[config.mk]
export PLATFORM = sky130hd
export DESIGN_NAME = mv_search_ctrl
export DESIGN_NICKNAME = d
export VERILOG_FILES = /design/src/rtl/mpeg2_pkg.sv /design/src/rtl/mv_candidate_gen.sv /design/src/rtl/mv_search_ctrl.sv
export SDC_FILE = /design/constraint.sdc
export NUM_CORES = 1
export LEC_CHECK = 0
export CAP_MARGIN = 20
export CORE_ASPECT_RATIO = 0.9
export CORE_MARGIN = 5
export CORE_UTILIZATION = 27
export CTS_CLUSTER_SIZE = 30
export DETAILED_ROUTE_END_ITERATION = 8
export GPL_TIMING_DRIVEN = 0
export PLACE_DENSITY = 0.49
export SLEW_MARGIN = 30
export SYNTH_ARGS = -nofsm -noshare
export SYNTH_HDL_FRONTEND = slang
export SYNTH_SLANG_ARGS = --single-unit
[constraint.sdc]
create_clock -name clk -period 6.67 [get_ports clk]
set_input_delay 1.334 -clock clk [delete_from_list [all_inputs] [get_ports clk]]
set_output_delay 1.334 -clock clk [all_outputs]
set_load 0.01 [all_outputs]
[src/rtl/mpeg2_pkg.sv]
// Shared encodings and the controller state type for the MPEG2 motion-search datapath.
package mpeg2_pkg;

    localparam logic [1:0] CC_Y = 2'b00;
    localparam logic [1:0] CC_U = 2'b01;
    localparam logic [1:0] CC_V = 2'b10;

    localparam int MB_SIZE  = 16;
    localparam int ACCW     = 18;
    localparam int BUSY_TMO = 16;

    typedef enum logic [3:0] {
        S_IDLE,
        S_SCAN,
        S_ISSUE,
        S_WAIT_BUSY,
        S_WAIT_DONE,
        S_FINAL_ISSUE,
        S_F_WAIT_BUSY,
        S_F_WAIT_DONE,
        S_DONE
    } mv_state_e;

    // Chroma vector: arithmetic shift right by one (-3 -> -2, +3 -> +1).
    function automatic logic [4:0] half_vec(input logic [4:0] v);
        return {v[4], v[4:1]};
    endfunction

endpackage

[src/rtl/mv_candidate_gen.sv]
// Walks the candidate vectors dy-outer/dx-inner over [-RANGE,+RANGE] and flags
// candidates whose reference block would fall outside the frame.
module mv_candidate_gen #(
    parameter int RANGE = 4,
    parameter int MBW   = 22,
    parameter int MBH   = 18
) (
    input  logic       clk,
    input  logic       reset_n,
    input  logic       init_i,
    input  logic       next_i,
    input  logic [4:0] mb_x_i,
    input  logic [4:0] mb_y_i,
    output logic [4:0] dx_o,
    output logic [4:0] dy_o,
    output logic       clip_o,
    output logic       last_o
);
    import mpeg2_pkg::*;

    // One bit above what legal macroblocks need, so even mb_x/mb_y = 31 cannot wrap.
    localparam int CW = 11;
    localparam logic [4:0]           R_POS   = 5'(RANGE);
    localparam logic [4:0]           R_NEG   = 5'(-RANGE);
    localparam logic signed [CW-1:0] X_LAST  = CW'(MB_SIZE * MBW - 1);
    localparam logic signed [CW-1:0] Y_LAST  = CW'(MB_SIZE * MBH - 1);
    localparam logic signed [CW-1:0] MB_SPAN = CW'(MB_SIZE - 1);

    logic [4:0] dx_q, dx_d, dy_q, dy_d;
    logic signed [CW-1:0] x0, y0, x1, y1;

    always_comb begin
        dx_d = dx_q;
        dy_d = dy_q;
        if (init_i) begin
            dx_d = R_NEG;
            dy_d = R_NEG;
        end else if (next_i) begin
            if (dx_q == R_POS) begin
                dx_d = R_NEG;
                dy_d = dy_q + 5'd1;
            end else begin
                dx_d = dx_q + 5'd1;
            end
        end
    end

    always_ff @(posedge clk or negedge reset_n) begin
        if (!reset_n) begin
            dx_q <= '0;
            dy_q <= '0;
        end else begin
            dx_q <= dx_d;
            dy_q <= dy_d;
        end
    end

    // Macroblock origin is mb * 16: append four zero bits.
    assign x0 = $signed({{(CW-9){1'b0}}, mb_x_i, 4'b0000}) + $signed({{(CW-5){dx_q[4]}}, dx_q});
    assign y0 = $signed({{(CW-9){1'b0}}, mb_y_i, 4'b0000}) + $signed({{(CW-5){dy_q[4]}}, dy_q});
    assign x1 = x0 + MB_SPAN;
    assign y1 = y0 + MB_SPAN;

    assign clip_o = (x0[CW-1] || (x1 > X_LAST) || y0[CW-1] || (y1 > Y_LAST))
                    && !((dx_q == 5'd0) && (dy_q == 5'd0));
    assign last_o = (dx_q == R_POS) && (dy_q == R_POS);
    assign dx_o   = dx_q;
    assign dy_o   = dy_q;

endmodule

[src/rtl/mv_search_ctrl.sv]
// Full-search motion estimation sequencer: drives blkcompare over every candidate,
// tracks the lowest SAD, then replays the winner for Y, U and V residual output.
//
//  state         | meaning
//  S_IDLE        | waiting for start
//  S_SCAN        | evaluate clipping of current candidate (skip or issue)
//  S_ISSUE       | wait for rdy, pulse cmp_en for a luma candidate
//  S_WAIT_BUSY   | wait for blkcompare to drop rdy (or timeout)
//  S_WAIT_DONE   | wait for rdy, collect SAD, update best
//  S_FINAL_ISSUE | wait for rdy, pulse cmp_en for a final Y/U/V pass
//  S_F_WAIT_BUSY | as S_WAIT_BUSY for final pass
//  S_F_WAIT_DONE | as S_WAIT_DONE, result discarded
//  S_DONE        | one-cycle done pulse
module mv_search_ctrl #(
    parameter int RANGE = 4,
    parameter int MBW   = 22,
    parameter int MBH   = 18,
    parameter int ACCW  = mpeg2_pkg::ACCW
) (
    input  logic            clk,
    input  logic            reset_n,
    input  logic            start_i,
    input  logic [4:0]      mb_x_i,
    input  logic [4:0]      mb_y_i,
    output logic            busy_o,
    output logic            done_o,
    output logic            cmp_en_o,
    output logic [1:0]      cmp_cc_o,
    output logic [ACCW-1:0] cmp_oldaccum_o,
    input  logic            cmp_rdy_i,
    input  logic [ACCW-1:0] cmp_accum_i,
    input  logic            cmp_valid_i,
    output logic [4:0]      ref_dx_o,
    output logic [4:0]      ref_dy_o,
    output logic [4:0]      best_dx_o,
    output logic [4:0]      best_dy_o,
    output logic [ACCW-1:0] best_sad_o,
    output logic [6:0]      cand_cnt_o
);
    import mpeg2_pkg::*;

    localparam logic [ACCW-1:0] SAD_MAX = '1;

    mv_state_e       state_q, state_d;
    logic [4:0]      mb_x_q, mb_x_d, mb_y_q, mb_y_d;
    logic [4:0]      best_dx_q, best_dx_d, best_dy_q, best_dy_d;
    logic [ACCW-1:0] best_sad_q, best_sad_d;
    logic [6:0]      cnt_q, cnt_d;
    logic [4:0]      ref_dx_q, ref_dx_d, ref_dy_q, ref_dy_d;
    logic [1:0]      cc_q, cc_d;
    logic [ACCW-1:0] old_q, old_d;
    logic [1:0]      pass_q, pass_d;
    logic [3:0]      tmr_q, tmr_d;

    logic       cand_init, cand_next, cand_clip, cand_last;
    logic [4:0] cand_dx, cand_dy;
    logic       cmp_en, go_final;

    mv_candidate_gen #(.RANGE(RANGE), .MBW(MBW), .MBH(MBH)) u_cand (
        .clk     (clk),
        .reset_n (reset_n),
        .init_i  (cand_init),
        .next_i  (cand_next),
        .mb_x_i  (mb_x_q),
        .mb_y_i  (mb_y_q),
        .dx_o    (cand_dx),
        .dy_o    (cand_dy),
        .clip_o  (cand_clip),
        .last_o  (cand_last)
    );

    always_comb begin
        state_d    = state_q;
        mb_x_d     = mb_x_q;
        mb_y_d     = mb_y_q;
        best_dx_d  = best_dx_q;
        best_dy_d  = best_dy_q;
        best_sad_d = best_sad_q;
        cnt_d      = cnt_q;
        ref_dx_d   = ref_dx_q;
        ref_dy_d   = ref_dy_q;
        cc_d       = cc_q;
        old_d      = old_q;
        pass_d     = pass_q;
        tmr_d      = tmr_q;
        cand_init  = 1'b0;
        cand_next  = 1'b0;
        cmp_en     = 1'b0;
        go_final   = 1'b0;

        case (state_q)
            S_IDLE: begin
                if (start_i) begin
                    mb_x_d     = mb_x_i;
                    mb_y_d     = mb_y_i;
                    best_sad_d = SAD_MAX;
                    best_dx_d  = '0;
                    best_dy_d  = '0;
                    cnt_d      = '0;
                    cand_init  = 1'b1;
                    state_d    = S_SCAN;
                end
            end
            S_SCAN: begin
                if (!cand_clip) begin
                    ref_dx_d = cand_dx;
                    ref_dy_d = cand_dy;
                    cc_d     = CC_Y;
                    old_d    = best_sad_q;
                    state_d  = S_ISSUE;
                end else if (cand_last) begin
                    go_final = 1'b1;
                end else begin
                    cand_next = 1'b1;
                end
            end
            S_ISSUE, S_FINAL_ISSUE: begin
                if (cmp_rdy_i) begin
                    cmp_en  = 1'b1;
                    tmr_d   = 4'(BUSY_TMO - 1);
                    state_d = (state_q == S_ISSUE) ? S_WAIT_BUSY : S_F_WAIT_BUSY;
                end
            end
            S_WAIT_BUSY, S_F_WAIT_BUSY: begin
                // A blkcompare that never drops rdy is treated as having gone busy.
                if (!cmp_rdy_i || (tmr_q == 4'd0)) begin
                    state_d = (state_q == S_WAIT_BUSY) ? S_WAIT_DONE : S_F_WAIT_DONE;
                end else begin
                    tmr_d = tmr_q - 4'd1;
                end
            end
            S_WAIT_DONE: begin
                if (cmp_rdy_i) begin
                    cnt_d = cnt_q + 7'd1;
                    if (cmp_valid_i && (cmp_accum_i < best_sad_q)) begin
                        best_sad_d = cmp_accum_i;
                        best_dx_d  = ref_dx_q;
                        best_dy_d  = ref_dy_q;
                    end
                    if (cand_last) begin
                        go_final = 1'b1;
                    end else begin
                        cand_next = 1'b1;
                        state_d   = S_SCAN;
                    end
                end
            end
            S_F_WAIT_DONE: begin
                if (cmp_rdy_i) begin
                    if (pass_q == 2'd2) begin
                        state_d = S_DONE;
                    end else begin
                        pass_d   = pass_q + 2'd1;
                        cc_d     = (pass_q == 2'd0) ? CC_U : CC_V;
                        ref_dx_d = half_vec(best_dx_q);
                        ref_dy_d = half_vec(best_dy_q);
                        state_d  = S_FINAL_ISSUE;
                    end
                end
            end
            S_DONE:  state_d = S_IDLE;
            default: state_d = S_IDLE;
        endcase

        // Uses the _d best so a winning last candidate is replayed correctly.
        if (go_final) begin
            pass_d   = 2'd0;
            cc_d     = CC_Y;
            ref_dx_d = best_dx_d;
            ref_dy_d = best_dy_d;
            old_d    = SAD_MAX;
            state_d  = S_FINAL_ISSUE;
        end
    end

    always_ff @(posedge clk or negedge reset_n) begin
        if (!reset_n) begin
            state_q    <= S_IDLE;
            mb_x_q     <= '0;
            mb_y_q     <= '0;
            best_dx_q  <= '0;
            best_dy_q  <= '0;
            best_sad_q <= SAD_MAX;
            cnt_q      <= '0;
            ref_dx_q   <= '0;
            ref_dy_q   <= '0;
            cc_q       <= CC_Y;
            old_q      <= SAD_MAX;
            pass_q     <= '0;
            tmr_q      <= '0;
        end else begin
            state_q    <= state_d;
            mb_x_q     <= mb_x_d;
            mb_y_q     <= mb_y_d;
            best_dx_q  <= best_dx_d;
            best_dy_q  <= best_dy_d;
            best_sad_q <= best_sad_d;
            cnt_q      <= cnt_d;
            ref_dx_q   <= ref_dx_d;
            ref_dy_q   <= ref_dy_d;
            cc_q       <= cc_d;
            old_q      <= old_d;
            pass_q     <= pass_d;
            tmr_q      <= tmr_d;
        end
    end

    assign busy_o         = (state_q != S_IDLE) && (state_q != S_DONE);
    assign done_o         = (state_q == S_DONE);
    assign cmp_en_o       = cmp_en;
    assign cmp_cc_o       = cc_q;
    assign cmp_oldaccum_o = old_q;
    assign ref_dx_o       = ref_dx_q;
    assign ref_dy_o       = ref_dy_q;
    assign best_dx_o      = best_dx_q;
    assign best_dy_o      = best_dy_q;
    assign best_sad_o     = best_sad_q;
    assign cand_cnt_o     = cnt_q;

endmodule

=== After elaboration in Yosys (flattened, before gate mapping) ===
Cells that the tools add are included.

* Register bits after elaboration: 95
* Bits of input ports: 33
* Output and inout bits: 68
* Word-level logic and storage cells: 161

* Add/subtract/negate cells: 9
* Magnitude comparators: 3
* Equality and inequality tests: 27
* Muxes and demuxes: 71
* Reduce and logical (&&, ||, !) cells: 36

{| class="wikitable"
|+ Operator list
! cell !! number
|-
| $mux 18 || 6
|-
| $mux 5 || 20
|-
| $mux 4 || 11
|-
| $pmux 5 s2 || 4
|-
| $pmux 18 s2 || 1
|-
| $ne 3x3->1 const B || 8
|-
| $pmux 4 s6 || 1
|-
| $add 10x5->11 || 2
|-
| $add 11x5->11 const B || 2
|-
| $gt 11x10->1 const B || 2
|-
| $mux 2 || 10
|-
| $lt 18x18->1 || 1
|-
| $eq 4x3->1 const B || 4
|-
| $mux 7 || 2
|-
| $pmux 7 s2 || 1
|-
| $reduce_bool 2->1 || 7
|-
| $ne 2x2->1 const B || 6
|-
| $add 5x1->5 const B || 2
|-
| $eq 5x3->1 const B || 2
|-
| $logic_not 5->1 || 2
|-
| $mux 1 || 10
|-
| $reduce_and 3->1 || 3
|-
| $eq 4x2->1 const B || 2
|-
| $logic_not 4->1 || 2
|-
| other kinds (22) || 35
|}

=== Logic depth before layout (Yosys ltp) ===
* Depth in word-level cells: 11
* Depth in mapped cells: 13
* Mapped depth without buffers: 11

=== Modules after synthesis ===
Synthesis repeated with hierarchy kept, for this count alone.

* Cells, all modules: 641
* Area total of the unflattened synthesis: 5893.2 um^2

{| class="wikitable"
|+ Modules (own cells, without submodules)
! module !! instances !! cells an instance !! area an instance (um^2) !! sequential area each (um^2)
|-
| mv_search_ctrl || 1 || 471 || 4488.1 || 2172.1
|-
| mv_candidate_gen || 1 || 170 || 1405.1 || 250.2
|}

=== Least setup slack after synthesis ===
No wires, ideal clock.

* Path type: register to register
* From: reg u_cand.dy_q[4] (netlist: u_cand.dy_o[4])
* To: reg ref_dx_q[0] (netlist: ref_dx_o[0])
* Library setup time: 126 ps
* Arrival time: 3337 ps
* Required time: 6544 ps
* Setup slack: 3207 ps
* Cell stages (with the launch flop): 13
* Buffers on the path: 1
* Period minus slack after synthesis: 3463 ps
* Cell sequence: dfrtp_1 -> ha_1 -> fa_1 -> xor2_2 -> nand3_1 -> or3_1 -> o31a_1 -> a2111oi_2 -> and3_4 -> o21ai_4 -> and2_4 -> buf_6 -> a221o_1

* Word-level cells in the longest chain between the ends: 9
* Elaborated cells between the ends (all ways): 21
* Classes of those cells: 2 x add/sub; 1 x order compare; 4 x eq/ne; 5 x mux; 9 x reduce/logical

{| class="wikitable"
|+ RTL lines
! what !! line !! source
|-
| from (decl) || mv_candidate_gen.sv:29 || <nowiki>logic [4:0] dx_q, dx_d, dy_q, dy_d;</nowiki>
|-
| from (signal assigned) || mv_candidate_gen.sv:54 || <nowiki>dy_q <= dy_d;</nowiki>
|-
| $add 10x5->11 || mv_candidate_gen.sv:60 || <nowiki>assign y0 = $signed({{(CW-9){1'b0}}, mb_y_i, 4'b0000}) + $signed({{(CW-5){dy_q[4]}}, dy_q});</nowiki>
|-
| $add 11x5->11 || mv_candidate_gen.sv:62 || <nowiki>assign y1 = y0 + MB_SPAN;</nowiki>
|-
| $gt 11x10->1 || mv_candidate_gen.sv:64 || <nowiki>assign clip_o = (x0[CW-1] || (x1 > X_LAST) || y0[CW-1] || (y1 > Y_LAST))</nowiki>
|-
| $logic_or 1x1->1 || mv_candidate_gen.sv:64 ||
|-
| $logic_and 1x1->1 || mv_candidate_gen.sv:65 || <nowiki>&& !((dx_q == 5'd0) && (dy_q == 5'd0));</nowiki>
|-
| $mux 1 || mv_search_ctrl.sv:105 || <nowiki>if (!cand_clip) begin</nowiki>
|-
| $pmux 1 s2 || mv_search_ctrl.sv:91 || <nowiki>case (state_q)</nowiki>
|-
| $ne 3x3->1 (no line) / $reduce_bool 3->1 (equally long branches) || -- ||
|-
| $reduce_and 4->1 (no line) || -- ||
|-
| to (signal assigned) || mv_search_ctrl.sv:199 || <nowiki>ref_dx_q <= ref_dx_d;</nowiki>
|-
| to (decl) || mv_search_ctrl.sv:49 || <nowiki>logic [4:0] ref_dx_q, ref_dx_d, ref_dy_q, ref_dy_d;</nowiki>
|}

Several ways; a longest one is shown, not always the timed one.
A chain may end at the register's enable or synchronous reset.

=== Worst setup path after layout ===
* From: in cmp_rdy_i
* To: out cmp_en_o

* Word-level cells in the longest chain between the ends: 2

{| class="wikitable"
|+ RTL lines
! what !! line !! source
|-
| from (decl) || mv_search_ctrl.sv:30 || <nowiki>input logic cmp_rdy_i,</nowiki>
|-
| $mux 1 || mv_search_ctrl.sv:118 || <nowiki>if (cmp_rdy_i) begin</nowiki>
|-
| $mux 1 || mv_search_ctrl.sv:91 ||
|-
| to (decl) || mv_search_ctrl.sv:27 || <nowiki>output logic cmp_en_o,</nowiki>
|}

Every way passes these cells.

==> summary.md <==
| Metric | Value |
|---|---|
| P per Cell Area | `485 nW/um^2` |
| Total Wirelength | `17100 um` |
| Summed negative setup slack over all endpoints | `0 ns` |
| Max IR drop VDD | `0.000184 V` |
| Largest net degree at the start of global routing | `64` |
| CTS root buffer | `clkbuf_16` |
| Worst max-slew margin expressed relative to the limit | `49.8%` |
| Final non-filler cell area | `7660 um^2` |
| Hold Crit Start | `cmp_oldaccum_o[5]` |
| Io pins | `101` |
| Maximum root-to-sink buffer count | `2` |
| Seq/Total Area, Yosys | `40.6%` |
| Count of input and output buffers | `100` |
| Cell taking the most area after synthesis | `dfrtp_1` |
| Final-layout fill cell count | `2203` |
| Maximum clock skew at final layout | `0.00813 ns` |
| Netlist area before placement | `5970 um^2` |
| Number of buffers created by CTS | `9` |
| CTS tree | `built` |
| Number of hold violations in the final report | `0` |
| Portion of synthesized cell area occupied by the leading cell type | `24.7%` |
| Share of the clock period used by the worst path after layout | `64.3%` |
| Number of placement rows | `51` |
| Met2 Usage GRT | `21.2%` |
| # setup viols final | `0` |
| Initial core utilization | `27.5%` |
| Async set-reset flop share out of synthesis | `100%` |
| Hold WC Path Type | `register to register` |
| Y dimension of the die | `151 um` |
| Standard cell core area | `21700 um^2` |
| Cell count of the worst hold path | `2` |
| DR iter-0 viols | `360` |
| Critical Path RT | `5.34 ns` |
| CTS Sinks | `95` |
| Number of global-route vias before repair | `4969` |
| Fin util | `35.3%` |
| Number of iterations in the first detailed-routing pass | `5` |
| Reg2Reg Capture Point | `state_q[2]` |
| Global-route wire length before repair | `27600 um` |
| Remaining Overflow, GRT | `0` |
| RePlAce Congestion | `0.799` |
| Post-CTS setup-driven buffer insertion count | `0` |
| # diodes | `0` |
| Crit path arrival time | `2.96 ns` |
| Number of maximum-capacitance constraint violations | `0` |
| Synthesized instance count | `630` |
| Half-perimeter wire length after detailed placement | `12600 um` |
| Flip-flop cell with the highest count after synthesis | `dfrtp_1` |
| Initial antenna violation count | `0` |
| Mapped Avg Cell Area | `9.47 um^2` |
| Antenna violation net count after detailed routing | `0` |
| Synth-to-Final Area Change | `28.4%` |
| Number of gates given a new drive strength after cts | `0` |
| Type of the worst setup path | `primary input to output port` |
| Setup crit start kind | `primary input` |
| Number of enable flip-flop cells after synthesis | `0` |
| Number of nets in the finished design | `816` |
| #FFs+latches synth | `95` |
| Minimum period implied by the final worst setup slack | `4.29 ns` |
| Depth of the CTS H-tree | `3` |
| Peak-usage layer in the global routing report | `met2` |
| Die boundary width | `167 um` |
| Number of cells on the worst reg-to-reg path | `11` |
| Reg2Reg Launch Point | `u_cand.dy_o[4]` |
| Highest fanout seen on the critical path | `5` |
| Clock slew seen by the registers of the worst setup and hold paths | `0.06 ns` |
| Via count of the routed design | `5003` |
| Synthesized net count | `704` |
| Die footprint | `25200 um^2` |
| Clock latency on the worst-skew pair | `0.35 ns` |
| Yosys warning total | `0` |
| Destination of the worst hold path | `cmp_oldaccum_o[5]` |
| Slew at the pin closest to its max-slew limit | `0.753 ns` |
| Cell area reported after detailed placement | `7360 um^2` |
| Post-DR vias/cell | `4.82` |
| Leakage dissipation | `3.51 nW` |
| Fmax | `233 MHz` |
| WL per Instance | `16.5 um` |
| Result of the run | `complete, no violations` |
| Min Hold Slack | `0.491 ns` |
| Top cells by area in the synthesized netlist | `dfrtp_1 25%, dfstp_2 16%, ha_1 8.2%` |
| Number of distinct library cells after synthesis | `78` |
| Hold buffer count at cts | `0` |
| Fraction of layout cells with a size suffix above 1 | `13.1%` |
| Endpoint type of the worst setup path | `output port` |
| Worst setup slack for register-to-register paths | `2.58 ns` |
| Setup repair after global routing missed its margin | `false` |
| Met1 Usage GRT | `20.0%` |
| Global-route usage over all layers | `13.8%` |
| Final routed DRC violation total | `0` |
| Number of pins with negative max-slew slack in the final report | `0` |
| Met3 track demand over resource in global routing | `3.44%` |
## metrics by stage
stage / worst slack [ns] / total power, W / cells
after detailed placement: 2.26 / 0.00319 / 1022
after CTS: 2.38 / 0.00375 / 1038
after floorplan: 3.21 / 0.00245 / 630
after global routing: 2.13 / 0.00404 / 1038
final: 2.38 / 0.00371 / 1038
after global placement: 0.319 / 0.00319 / 1021
## Yosys cell counts (8+ instances only)
cell type and count:
nand3_1 16, a21oi_1 31, o211ai_1 18, nor2b_1 8
nand2b_1 9, inv_1 48, dfstp_2 36, o21ai_0 25
ha_1 39, nand2_1 79, a31oi_1 22, dfrtp_1 59
xor2_1 8, mux2i_1 25, nor2_1 44, a221o_1 10
nor3_1 8, clkbuf_1 13
## layout make-up
| type | instances | area (um^2) | area share (%) |
|---|---|---|---|
| multi-input combinational | 454 | 3140 | 41.0 |
| sequential | 95 | 2420 | 31.6 |
| timing repair buffer | 101 | 1030 | 13.4 |
| tap | 291 | 364 | 4.75 |
| clock buffer | 14 | 285 | 3.72 |
| buffer | 33 | 226 | 2.96 |
| inverter | 48 | 180 | 2.35 |
| clock inverter | 2 | 13.8 | 0.180 |
## critical path: stages
cell,delay [ns]
clkdlybuf4s50_1,0.50
and2b_2,0.18
nor2b_1,0.34
clkdlybuf4s50_1,0.61
## cell families after synthesis
| family | Yosys count | synth area share [%] |
|---|---|---|
| AO/OA/AOI/OAI | 155 | 18.2 |
| XOR/XNOR | 16 | 2.75 |
| adder cells (fa/ha/maj) | 41 | 8.85 |
| buffers and inverters | 81 | 6.81 |
| flip-flops | 95 | 40.6 |
| multiplexers | 26 | 4.38 |
| AND/OR/NAND/NOR | 216 | 18.4 |
## cells in the final DEF (no fill, tap or decap), drive strengths merged, types with 22 or more instances in the layout
| cell | instances |
|---|---|
| clkdlybuf4s50 | 99 |
| nand2 | 79 |
| dfrtp | 59 |
| inv | 48 |
| nor2 | 44 |
| ha | 39 |
| dfstp | 36 |
| a21oi | 31 |
| clkbuf | 30 |
| o21ai | 27 |
| mux2i | 25 |
| a31oi | 22 |
## how the worst max path moves through the flow
stage              startpoint       endpoint  slack [ns]  cells past startpoint
6_report            cmp_rdy_i       cmp_en_o        2.38                      4
5_1_grt        u_cand.dy_o[4]     state_q[0]        2.13                     11
4_1_cts             cmp_rdy_i       cmp_en_o        2.38                      4
3_5_place_dp   cmp_accum_i[7]  best_sad_o[3]        2.26                     13
3_3_place_gp          reset_n      mb_x_q[2]        0.32                      1
2_1_floorplan  u_cand.dy_o[4]    ref_dx_o[0]        3.21                     12
## sequential cells by signal (all words and copies together) (netlist names)
name and flops:
cand_cnt_o 7, best_sad_o 18, pass_q 2, cmp_oldaccum_o 18, ref_dx_o 5, tmr_q 4
mb_x_q 5, ref_dy_o 5, best_dx_o 5, u_cand.dy_o 5, state_q 4, mb_y_q 5
best_dy_o 5, u_cand.dx_o 5, cmp_cc_o 2
## per-layer routing
layer,part of all wire (%),vias to the layer above
met5,0,-
met4,0.75,0
met3,4.7,10
met2,44,114
met1,50,2395
li1,-,2484
## power by group
| part | internal, W | leakage, nW | total (W) | switching (W) |
|---|---|---|---|---|
| Sequential | 0.000882 | 1.10 | 0.00109 | 0.000204 |
| Clock | 0.000297 | 0.148 | 0.000527 | 0.000231 |
| Combinational | 0.00100 | 2.26 | 0.00210 | 0.00109 |
Note: power is estimated with default switching activity, not from simulation.
